## config.mk

```make
export PLATFORM = sky130hd
export DESIGN_NAME = ecg_r_peak_detector_flat
export DESIGN_NICKNAME = d
export VERILOG_FILES = /design/src/rtl/ecg_pkg.sv /design/src/rtl/ecg_r_peak_detector_if.sv /design/src/rtl/sat_counter.sv /design/src/rtl/ecg_r_peak_detector.sv /design/src/flat_wrapper.sv
export SDC_FILE = /design/constraint.sdc
export NUM_CORES = 1
export LEC_CHECK = 0
export CAP_MARGIN = 20
export CORE_MARGIN = 10
export CORE_UTILIZATION = 51
export DETAILED_ROUTE_END_ITERATION = 12
export HOLD_SLACK_MARGIN = 0.08
export PLACE_DENSITY = 0.77
export SLEW_MARGIN = 40
export SYNTH_ARGS = -nofsm -noshare
export SYNTH_HDL_FRONTEND = slang
export SYNTH_SLANG_ARGS = --single-unit
```

## constraint.sdc

```tcl
create_clock -name clk -period 5.2 [get_ports clk]
set_input_delay 1.04 -clock clk [delete_from_list [all_inputs] [get_ports clk]]
set_output_delay 1.04 -clock clk [all_outputs]
set_load 0.02 [all_outputs]
```

## src/rtl/ecg_pkg.sv

```systemverilog
// Types shared along the ECG filter chain: the Q15 sample type used by the FIR
// and the R-peak detector, plus the detector's FSM states.
package ecg_pkg;

  localparam int ECG_DATA_W = 16;

  typedef logic signed [ECG_DATA_W-1:0] q15_t;

  typedef enum logic [1:0] {
    SEARCH  = 2'd0,
    TRACK   = 2'd1,
    REFRACT = 2'd2
  } ecg_state_e;

  // Bits needed for a counter that must represent 0..max_val.
  function automatic int cnt_width(input int max_val);
    return (max_val < 2) ? 1 : $clog2(max_val + 1);
  endfunction

endpackage

```

## src/rtl/ecg_r_peak_detector_if.sv

```systemverilog
// Filtered-sample stream into the R-peak detector and the per-beat event out of it.
interface ecg_r_peak_detector_if
  import ecg_pkg::*;
#(
  parameter int DATA_W = ECG_DATA_W,
  parameter int RR_W   = 16
);

  logic signed [DATA_W-1:0] sample_in;
  logic                     sample_valid;
  logic signed [DATA_W-1:0] threshold;
  logic                     peak_valid;
  logic signed [DATA_W-1:0] peak_amp;
  logic [RR_W-1:0]          rr_interval;
  logic                     first_peak;

  modport master (
    output sample_in,
    output sample_valid,
    output threshold,
    input  peak_valid,
    input  peak_amp,
    input  rr_interval,
    input  first_peak
  );

  modport slave (
    input  sample_in,
    input  sample_valid,
    input  threshold,
    output peak_valid,
    output peak_amp,
    output rr_interval,
    output first_peak
  );

endinterface

```

## src/rtl/sat_counter.sv

```systemverilog
// Saturating up-counter: synchronous clear beats load beats increment; it holds at
// all-ones instead of wrapping.
module sat_counter #(
  parameter int W = 8
) (
  input  logic         clk,
  input  logic         reset,
  input  logic         clear,
  input  logic         load,
  input  logic [W-1:0] load_val,
  input  logic         en,
  output logic [W-1:0] count
);

  // NOTE: state is updated with <= so every flop samples pre-edge values, which keeps
  // simulation in step with the synthesized registers.
  always_ff @(posedge clk) begin
    if (reset || clear) begin
      count <= '0;
    end else if (load) begin
      count <= load_val;
    end else if (en && (count != '1)) begin
      count <= count + W'(1);
    end
  end

endmodule

```

## src/rtl/ecg_r_peak_detector.sv

```systemverilog
// R-peak detector: threshold crossing opens a tracking window that follows the local
// maximum, then a refractory window; each beat yields one registered event.
module ecg_r_peak_detector
  import ecg_pkg::*;
#(
  parameter int DATA_W            = ECG_DATA_W,
  parameter int RR_W              = 16,
  parameter int REFRACT_SAMPLES   = 50,
  parameter int MAX_TRACK_SAMPLES = 40
) (
  input logic                  clk,
  input logic                  reset,
  ecg_r_peak_detector_if.slave bus
);

  localparam int TRACK_W = cnt_width(MAX_TRACK_SAMPLES);
  localparam int REFR_W  = cnt_width(REFRACT_SAMPLES);

  ecg_state_e               state;
  ecg_state_e               state_nxt;
  logic signed [DATA_W-1:0] max_amp;
  logic signed [DATA_W-1:0] max_amp_nxt;
  logic [RR_W-1:0]          rr_cand;
  logic [RR_W-1:0]          rr_cand_nxt;
  logic                     first_armed;

  logic [RR_W-1:0]          sp_cnt;
  logic [RR_W-1:0]          sp_inc;
  logic [RR_W-1:0]          sp_load_val;
  logic                     sp_load;
  logic [TRACK_W-1:0]       track_cnt;
  logic                     track_load;
  logic                     track_en;
  logic [REFR_W-1:0]        refr_cnt;
  logic                     refr_clear;
  logic                     refr_en;

  logic                     valid;
  logic                     above_thr;
  logic                     above_max;
  logic                     emit;

  logic                     peak_valid_q;
  logic signed [DATA_W-1:0] peak_amp_q;
  logic [RR_W-1:0]          rr_interval_q;
  logic                     first_peak_q;

  assign valid     = bus.sample_valid;
  assign above_thr = bus.sample_in > bus.threshold;
  assign above_max = bus.sample_in > max_amp;

  // Since-peak count including the current sample; this is a sample's "position".
  assign sp_inc = (sp_cnt == '1) ? sp_cnt : sp_cnt + RR_W'(1);

  sat_counter #(.W(RR_W)) u_sp_cnt (
    .clk      (clk),
    .reset    (reset),
    .clear    (1'b0),
    .load     (sp_load),
    .load_val (sp_load_val),
    .en       (valid),
    .count    (sp_cnt)
  );

  sat_counter #(.W(TRACK_W)) u_track_cnt (
    .clk      (clk),
    .reset    (reset),
    .clear    (1'b0),
    .load     (track_load),
    .load_val (TRACK_W'(1)),
    .en       (track_en),
    .count    (track_cnt)
  );

  sat_counter #(.W(REFR_W)) u_refr_cnt (
    .clk      (clk),
    .reset    (reset),
    .clear    (refr_clear),
    .load     (1'b0),
    .load_val ('0),
    .en       (refr_en),
    .count    (refr_cnt)
  );

  always_comb begin
    // NOTE: every signal written here gets a default first, so no path leaves one
    // unassigned and no latch is inferred.
    state_nxt   = state;
    max_amp_nxt = max_amp;
    rr_cand_nxt = rr_cand;
    sp_load     = 1'b0;
    sp_load_val = '0;
    track_load  = 1'b0;
    track_en    = 1'b0;
    refr_clear  = 1'b0;
    refr_en     = 1'b0;
    emit        = 1'b0;

    if (valid) begin
      unique case (state)
        SEARCH: begin
          if (above_thr) begin
            max_amp_nxt = bus.sample_in;
            rr_cand_nxt = sp_inc;
            track_load  = 1'b1;
            state_nxt   = TRACK;
          end
        end
        TRACK: begin
          track_en = 1'b1;
          if (above_max) begin
            max_amp_nxt = bus.sample_in;
            rr_cand_nxt = sp_inc;
          end
          // The max update above is already folded in when the window closes.
          if (!above_thr || (track_cnt >= TRACK_W'(MAX_TRACK_SAMPLES))) begin
            emit        = 1'b1;
            state_nxt   = REFRACT;
            refr_clear  = 1'b1;
            sp_load     = 1'b1;
            sp_load_val = sp_inc - rr_cand_nxt;
          end
        end
        REFRACT: begin
          refr_en = 1'b1;
          if (refr_cnt >= REFR_W'(REFRACT_SAMPLES - 1)) begin
            state_nxt = SEARCH;
          end
        end
        default: state_nxt = SEARCH;
      endcase
    end
  end

  always_ff @(posedge clk) begin
    if (reset) begin
      state <= SEARCH;
    end else begin
      state <= state_nxt;
    end
  end

  always_ff @(posedge clk) begin
    if (reset) begin
      max_amp       <= '0;
      rr_cand       <= '0;
      first_armed   <= 1'b1;
      peak_valid_q  <= 1'b0;
      peak_amp_q    <= '0;
      rr_interval_q <= '0;
      first_peak_q  <= 1'b0;
    end else begin
      max_amp      <= max_amp_nxt;
      rr_cand      <= rr_cand_nxt;
      peak_valid_q <= emit;
      if (emit) begin
        peak_amp_q    <= max_amp_nxt;
        first_peak_q  <= first_armed;
        first_armed   <= 1'b0;
        // A saturated since-peak count means the true interval is unknown.
        if (first_armed) begin
          rr_interval_q <= '0;
        end else if (sp_inc == '1) begin
          rr_interval_q <= '1;
        end else begin
          rr_interval_q <= rr_cand_nxt;
        end
      end
    end
  end

  assign bus.peak_valid  = peak_valid_q;
  assign bus.peak_amp    = peak_amp_q;
  assign bus.rr_interval = rr_interval_q;
  assign bus.first_peak  = first_peak_q;

endmodule

```

## src/flat_wrapper.sv

```systemverilog
// flat-port wrapper written by rule: the top's interface ports become plain ports
module ecg_r_peak_detector_flat import ecg_pkg::*;
#(
  parameter int DATA_W            = ECG_DATA_W,
  parameter int RR_W              = 16,
  parameter int REFRACT_SAMPLES   = 50,
  parameter int MAX_TRACK_SAMPLES = 40
)
  (clk, reset, bus_sample_in, bus_sample_valid, bus_threshold, bus_peak_valid, bus_peak_amp, bus_rr_interval, bus_first_peak);
  ecg_r_peak_detector_if #(.DATA_W(DATA_W), .RR_W(RR_W)) bus_i ();
  input logic clk;
  input logic reset;
  input wire logic [$bits(bus_i.sample_in)-1:0] bus_sample_in;
  input wire logic [$bits(bus_i.sample_valid)-1:0] bus_sample_valid;
  input wire logic [$bits(bus_i.threshold)-1:0] bus_threshold;
  output wire logic [$bits(bus_i.peak_valid)-1:0] bus_peak_valid;
  output wire logic [$bits(bus_i.peak_amp)-1:0] bus_peak_amp;
  output wire logic [$bits(bus_i.rr_interval)-1:0] bus_rr_interval;
  output wire logic [$bits(bus_i.first_peak)-1:0] bus_first_peak;
  assign bus_i.sample_in = bus_sample_in;
  assign bus_i.sample_valid = bus_sample_valid;
  assign bus_i.threshold = bus_threshold;
  assign bus_peak_valid = bus_i.peak_valid;
  assign bus_peak_amp = bus_i.peak_amp;
  assign bus_rr_interval = bus_i.rr_interval;
  assign bus_first_peak = bus_i.first_peak;
  ecg_r_peak_detector #(.DATA_W(DATA_W), .RR_W(RR_W), .REFRACT_SAMPLES(REFRACT_SAMPLES), .MAX_TRACK_SAMPLES(MAX_TRACK_SAMPLES)) u_core (.clk(clk), .reset(reset), .bus(bus_i));
endmodule
```

======== Word-level counts from Yosys, hierarchy flattened ========
Index checks and enable logic that the tools add are counted.
storage, ports and cells
  register bits after elaboration ......... 97
  latch bits .............................. 0
  RAM bits ................................ 0
  ROM bits ................................ 0
  bits of input ports ..................... 35
  output and inout bits ................... 34
  memories kept ........................... 0
cells by class
  $add $sub $neg .......................... 4
  multipliers ............................. 0
  div/mod/pow operators ................... 0
  $lt $le $gt $ge ......................... 4
  eq/ne operators ......................... 10
  shifts and indexed selects .............. 0
  muxes and demuxes ....................... 34
  bitwise logic cells ..................... 0
  reductions and logical operators ........ 11
operators with widths
  operator                 number
  $mux W16                 16
  $pmux W16 S2             2
  $eq A16 B16 Y1 const B   2
  $gt A16 B16 Y1           2
  $add A16 B1 Y16 const B  1
  $ne A16 B16 Y1 const B   1
  $sub A16 B16 Y16         1
  $add A6 B1 Y6 const B    2
  $ge A6 B6 Y1 const B     2
  $mux W1                  12
  $ne A6 B6 Y1 const B     2
  $mux W2                  3
  $ne A2 B1 Y1 const B     3
  $pmux W2 S3              1
  $reduce_and A4 Y1        1
  $reduce_bool A2 Y1       2
  $logic_and A1 B1 Y1      3
  $eq A2 B1 Y1 const B     1
  $eq A2 B2 Y1 const B     1
  $logic_not A2 Y1         1
  $logic_or A1 B1 Y1       2
  $reduce_or A2 Y1         1
  $logic_not A1 Y1         1

======== Depth between registers and ports, before layout ========
  depth in word-level cells ............... 10
  gate-level depth with buffers ........... 22
  depth with buffers taken out ............ 20

======== Hierarchy ========
Synthesis repeated with hierarchy kept, for this count alone.
second synthesis, totals
  cells, all modules ...................... 786
  area total of the unflattened synthesis .. 6,495.0 µm²
modules (own cells, without submodules)
  module                                instances  cells each  area each (µm²)  sequential area each (µm²)
  ecg_r_peak_detector                   1          581         4,872.2          1,381.3
  sat_counter at u_core.u_sp_cnt        1          115         917.1            320.3
  sat_counter at u_core.u_refr_cnt ...  2          45          352.8            120.1

======== Least setup slack after synthesis ========
OpenSTA, ideal clock, no wires.
  kind .................................... input to register
  start ................................... input port bus_sample_in[13]
  end ..................................... register u_core.u_sp_cnt.count[14]
  library setup time ...................... 0.122 ns
  arrival time ............................ 4.863 ns
  data required time ...................... 5.078 ns
  path slack .............................. 0.215 ns
  stages on the path ...................... 21
  path buffers ............................ 2
  cells stage by stage .................... ha_1 nand4_1 or3_1 or3_1 nand2_1 mux2_1 buf_4 buf_1 nand2_1 o21ai_0 ha_1 inv_1 fa_1 nand3_1 a21oi_1 o31ai_1 o21ai_0 a21o_1 a21oi_1 xor2_1 a21oi_1
on the way
  cells in the longest elaborated chain, start to end .. 9
  elaborated cells between the ends (all ways) .. 16
  those cells by class .................... add/sub: 1; order compare: 2; mux: 10; reduce/logical: 3
ends and longest elaborated chain
  element                 line                        text
  start: declaration      flat_wrapper.sv:13          input wire logic [$bits(bus_i.sample_in)-1:0] bus_sample_in;
  $gt A16 B16 Y1          ecg_r_peak_detector.sv:50   assign above_max = bus.sample_in > max_amp;
  $mux W16                ecg_r_peak_detector.sv:111  if (above_max) begin
  $mux W16                ecg_r_peak_detector.sv:100  unique case (state)
  $mux W16                ecg_r_peak_detector.sv:99   if (valid) begin
  $sub A16 B16 Y16        ecg_r_peak_detector.sv:121  sp_load_val = sp_inc - rr_cand_nxt;
  $mux W16                ecg_r_peak_detector.sv:116  if (!above_thr || (track_cnt >= TRACK_W'(MAX_TRACK_SAMPLES))) begin
  $mux W16                ecg_r_peak_detector.sv:100
  $mux W16                ecg_r_peak_detector.sv:99
  $mux W16                sat_counter.sv:20           end else if (load) begin
  end signal: assignment  sat_counter.sv:21           count <= load_val;
  end signal: assignment  sat_counter.sv:23           count <= count + W'(1);
  end: declaration        sat_counter.sv:12           output logic [W-1:0] count
Several ways; a longest one is shown, not always the timed one. The select of a mux whose other input is x is not followed.
A chain may end at the register's enable or synchronous reset.

======== Final worst setup path ========
  start ................................... input port bus_sample_in[5]
  end ..................................... register u_core.u_sp_cnt.count[15]
Same word-level chain as after synthesis.

==> summary.txt <==
Timing
  • Worst-Margin Slew: 0.7116 ns
  • Fin. max-slew vios: 0
  • Setup ws final: 0.2571 ns
  • Final clock skew: between 0.01 and 0.015 ns
  • Final hold violations: 0
  • # setup viols final: 0
  • Slew headroom: 52.06%
  • Setup tns final: 0 ns
  • Period utilization: 95.06%
  • Fmax: 202.3 MHz
  • Period minus WS final: 4.943 ns
  • RSZ-0062 raised after global routing: false

Finish
  • Final #Nets: roughly 890
  • # diodes: 0
  • Share of layout cells above drive strength 1: about a tenth
  • Finished Layout Cells: ~950
  • Fillers: 920
  • Area Overhead vs Synth: 23.15%
  • Final Cell Area: 0.007356 mm²
  • Multi-input logic area: 0.003727 mm²
  • Register Area: 0.001942 mm²

Worst setup path
  • Crit-path cells: clkdlybuf4s50_1 -> ha_1 -> and4_1 -> nand3_1 -> o31ai_1 -> a221oi_1 -> mux2_2 -> buf_12 -> buf_4 -> mux2i_1 -> ha_1 -> o21ai_0 -> a211o_1 -> a41oi_2 -> nor2_1 -> a21oi_1 -> a31oi_1 -> xor2_1 -> a211oi_1
  • Setup CP Type: primary input to flop
  • Critical path origin: bus_sample_in[5]
  • Critical Path Slowest Stage Cell: clkdlybuf4s50_1
  • Levels on crit path: 19
  • CP endpoint kind: flop
  • Register-to-Register Path Depth: 16
  • Worst setup path end: u_core.u_sp_cnt.count[15]
  • Cell repeated most along the worst path: ha_1
  • Worst-path maximum fanout: 7
  • Crit path largest cell delay: 0.44 ns
  • Worst r2r dst: u_core.u_sp_cnt.count[15]
  • Buf/Inv on CP: 3
  • CP startpoint kind: primary input
  • CP arrival: 5.22 ns
  • Worst EP required: 5.48 ns
  • Setup slack, reg-to-reg: 0.98 ns
  • Family with the most delay on the worst path: compound AO/OA/AOI/OAI gates
  • Critical R2R Launch: u_core.u_sp_cnt.count[0]

Floorplanning
  • Die extent in x: 128.2 µm
  • Die ar.: 0.01644 mm²
  • Die Height: 128.2 µm
  • Initial Util: between 50% and 60%
  • Boundary pin count: 69
  • Site Rows: 39
  • Core box area: about 0.011 mm²

Yosys
  • Register area share after synthesis: 32.51%
  • Post-Syn Area: 0.005973 mm²
  • Ys flop type: dfxtp_1
  • Seq cells post-synth: 97
  • Distinct cells, synth: 54
  • Syn Area/Cell: 8.413 µm²
  • Syn. warnings: 0
  • Number of flops mapped to enable cells by yosys: 0
  • Post-synth net total: about 800
  • Post-synthesis cell count: 710
  • Synth async-reset ratio: 0%

Power and ir drop
  • Reg power frac: between 30% and 40%
  • Comb power frac: 31.4%
  • Pint: 1449 µW
  • Clk pwr share: 31.0%
  • Largest vdd supply drop: about 0.24 mV
  • Sw Ratio: between 30% and 40%
  • P per Cell Area: 293.8 mW/mm²
  • Psw: 712.1 µW
  • Lkg Pwr: 0.003180 µW

Clock network
  • Clock Latency Late Sink: 0.36 ns
  • CTS tree: done
  • Number of clock sinks: 97
  • H-tree Lvls: 3
  • Max clock buf depth: 2
  • Num CTS Buffers: 9
  • CTS clk-pin slew, worst paths: 0.07 ns
  • Root buf cell: clkbuf_16

GRT
  • Largest net degree at the start of global routing: 60
  • Vias in the first global route: 5,323
  • Gr usage total: 18.79%
  • First-pass GRT wire length: roughly 26,000 µm
  • Initial antenna violation count: 0
  • Gr ovfl total: 0

Min path
  • Worst hold path type: flop to flop

Drt
  • Vias: 5,307
  • DR WL/cell: 15.95 µm
  • Routed vias/inst: 5.598
  • Drt first pass iters: 4
  • Final ANT Viol Nets: 0
  • Starting DRT DRC Count: about 410
  • DRC Markers: 0
  • Routed WL: 15,130 µm

Placed design
  • PortBufs: 68
  • Gp weighted congestion: between 0.9 and 1
  • Pre-CTS worst setup slack: -0.09283 ns
  • DP HPWL: 11,510 µm
  • Placed inst area: slightly above 0.007 mm²
  • Dpl cells: ~930

Status
  • Status: completed

Job
  • Max cap viols: 0
## cell usage in the layout (no fill, tap or decap), drive strengths merged, types with 2 or more instances in the layout
master and count:
clkbuf 9, a211o 2, dfxtp 97, o21a 2
clkdlybuf4s50 67, a211oi 31, ha 57, nand2 70
or2 2, and3 7, a21oi 33, xnor2 23
nor3 10, a31oi 3, nand2b 4, nand3 22
nor2 100, nand4 6, o21ai 24, o211ai 16
mux2i 52, clkinv 4, and2 7, or3 7
and4 5, inv 49, buf 44, a21o 9
o31ai 2, mux2 2, xor2 21, nor2b 2
## metal layers
metal  up-vias  wire [µm]  share of wire [%]  GRT usage, %
met2       148       7063                 47         29.76
met4         0        192                1.3         5.762
met1      2490       6974                 46         24.32
met3        15        894                5.9         5.004
li1       2654          -                  -             -
met5         -          0                  0             0
## flip-flops by register name, summed over array words and instances, names as in the netlist
signal                    count
u_core.rr_cand               16
u_core.first_armed            1
u_core.u_sp_cnt.count        16
u_core.bus.first_peak         1
u_core.u_refr_cnt.count       6
u_core.bus.peak_valid         1
u_core.u_track_cnt.count      6
u_core.state                  2
u_core.bus.rr_interval       16
u_core.max_amp               16
u_core.bus.peak_amp          16
## cell families (layout without fill, tap and decap cells)
logic type      count (synthesis)  count (layout)  synth area share [%]
compound gates                132             132                 15.46
buf+inv                        78             173                 5.425
fa+ha+maj                      58              58                 12.27
xor+xnor                       44              44                 6.452
mux                            54              54                 9.091
flops                          97              97                 32.51
simple gates                  247             247                 18.79
## power by group through the flow
stage	sequential (µW)	combinational, µW	clock, µW
after floorplan	826	439	0
after global placement	826	643	0
after detailed placement	828	659	0
after CTS	811	666	686
after global routing	817	749	714
final	812	679	670
## cells in the mapped netlist (7+ instances only)
cell / number / area, µm²
buf_2: 7 / 35.03
o211ai_2: 10 / 125.1
nand3_1: 21 / 105.1
xor2_1: 21 / 183.9
a21o_1: 9 / 67.56
inv_1: 46 / 172.7
clkbuf_1: 18 / 67.56
nand2_1: 70 / 262.8
o21ai_0: 24 / 120.1
and3_1: 7 / 43.79
xnor2_1: 23 / 201.4
a21oi_1: 33 / 165.2
a211oi_1: 30 / 225.2
nor2_1: 100 / 375.4
nor3_1: 10 / 50.05
or3_1: 7 / 43.79
ha_1: 57 / 713.2
mux2i_1: 52 / 520.5
dfxtp_1: 97 / 1942
## tightest hold or removal path, stage by stage (launching register included)
cell and delay (ns):
dfxtp_1 0.32, nand2_1 0.06, o211ai_2 0.06
## worst min-delay path by stage
stage,from,to,slack (ns),cells past startpoint
after global placement,u_core.bus.rr_interval[14],u_core.bus.rr_interval[14],0.46,2
after global routing,u_core.bus.rr_interval[12],u_core.bus.rr_interval[12],0.50,2
after CTS,u_core.bus.rr_interval[11],u_core.bus.rr_interval[11],0.48,2
after floorplan,u_core.first_armed,u_core.bus.first_peak,0.46,2
after detailed placement,u_core.bus.rr_interval[11],u_core.bus.rr_interval[11],0.46,2
final,u_core.bus.rr_interval[11],u_core.bus.rr_interval[11],0.47,2
## timing repair
item	CTS	global route
buffers inserted	0	0
gates resized for setup	0	4
endpoints found under the setup margin	0	3
hold buffers	0	0
## cell type report
class | instances | area share (%)
flip-flops and latches | 97 | 26.40
clock inverters | 7 | 1.004
repair buffers | 111 | 14.08
inverters | 46 | 2.347
multi-input cells | 535 | 50.67
clock buffers | 9 | 3.062
well taps | 143 | 2.432
## stage by stage
| step | hold slack [ns] | power, µW | util, % |
|---|---|---|---|
| floorplan | 0.4639 | 1265 | - |
| global placement | 0.4574 | 1469 | 61.37 |
| detailed placement | 0.4599 | 1487 | 61.40 |
| CTS | 0.4765 | 2163 | 64.00 |
| global route | 0.5049 | 2281 | 64.15 |
| finish | 0.4711 | 2161 | 64.15 |
Note: power is estimated with default switching activity, not from simulation.
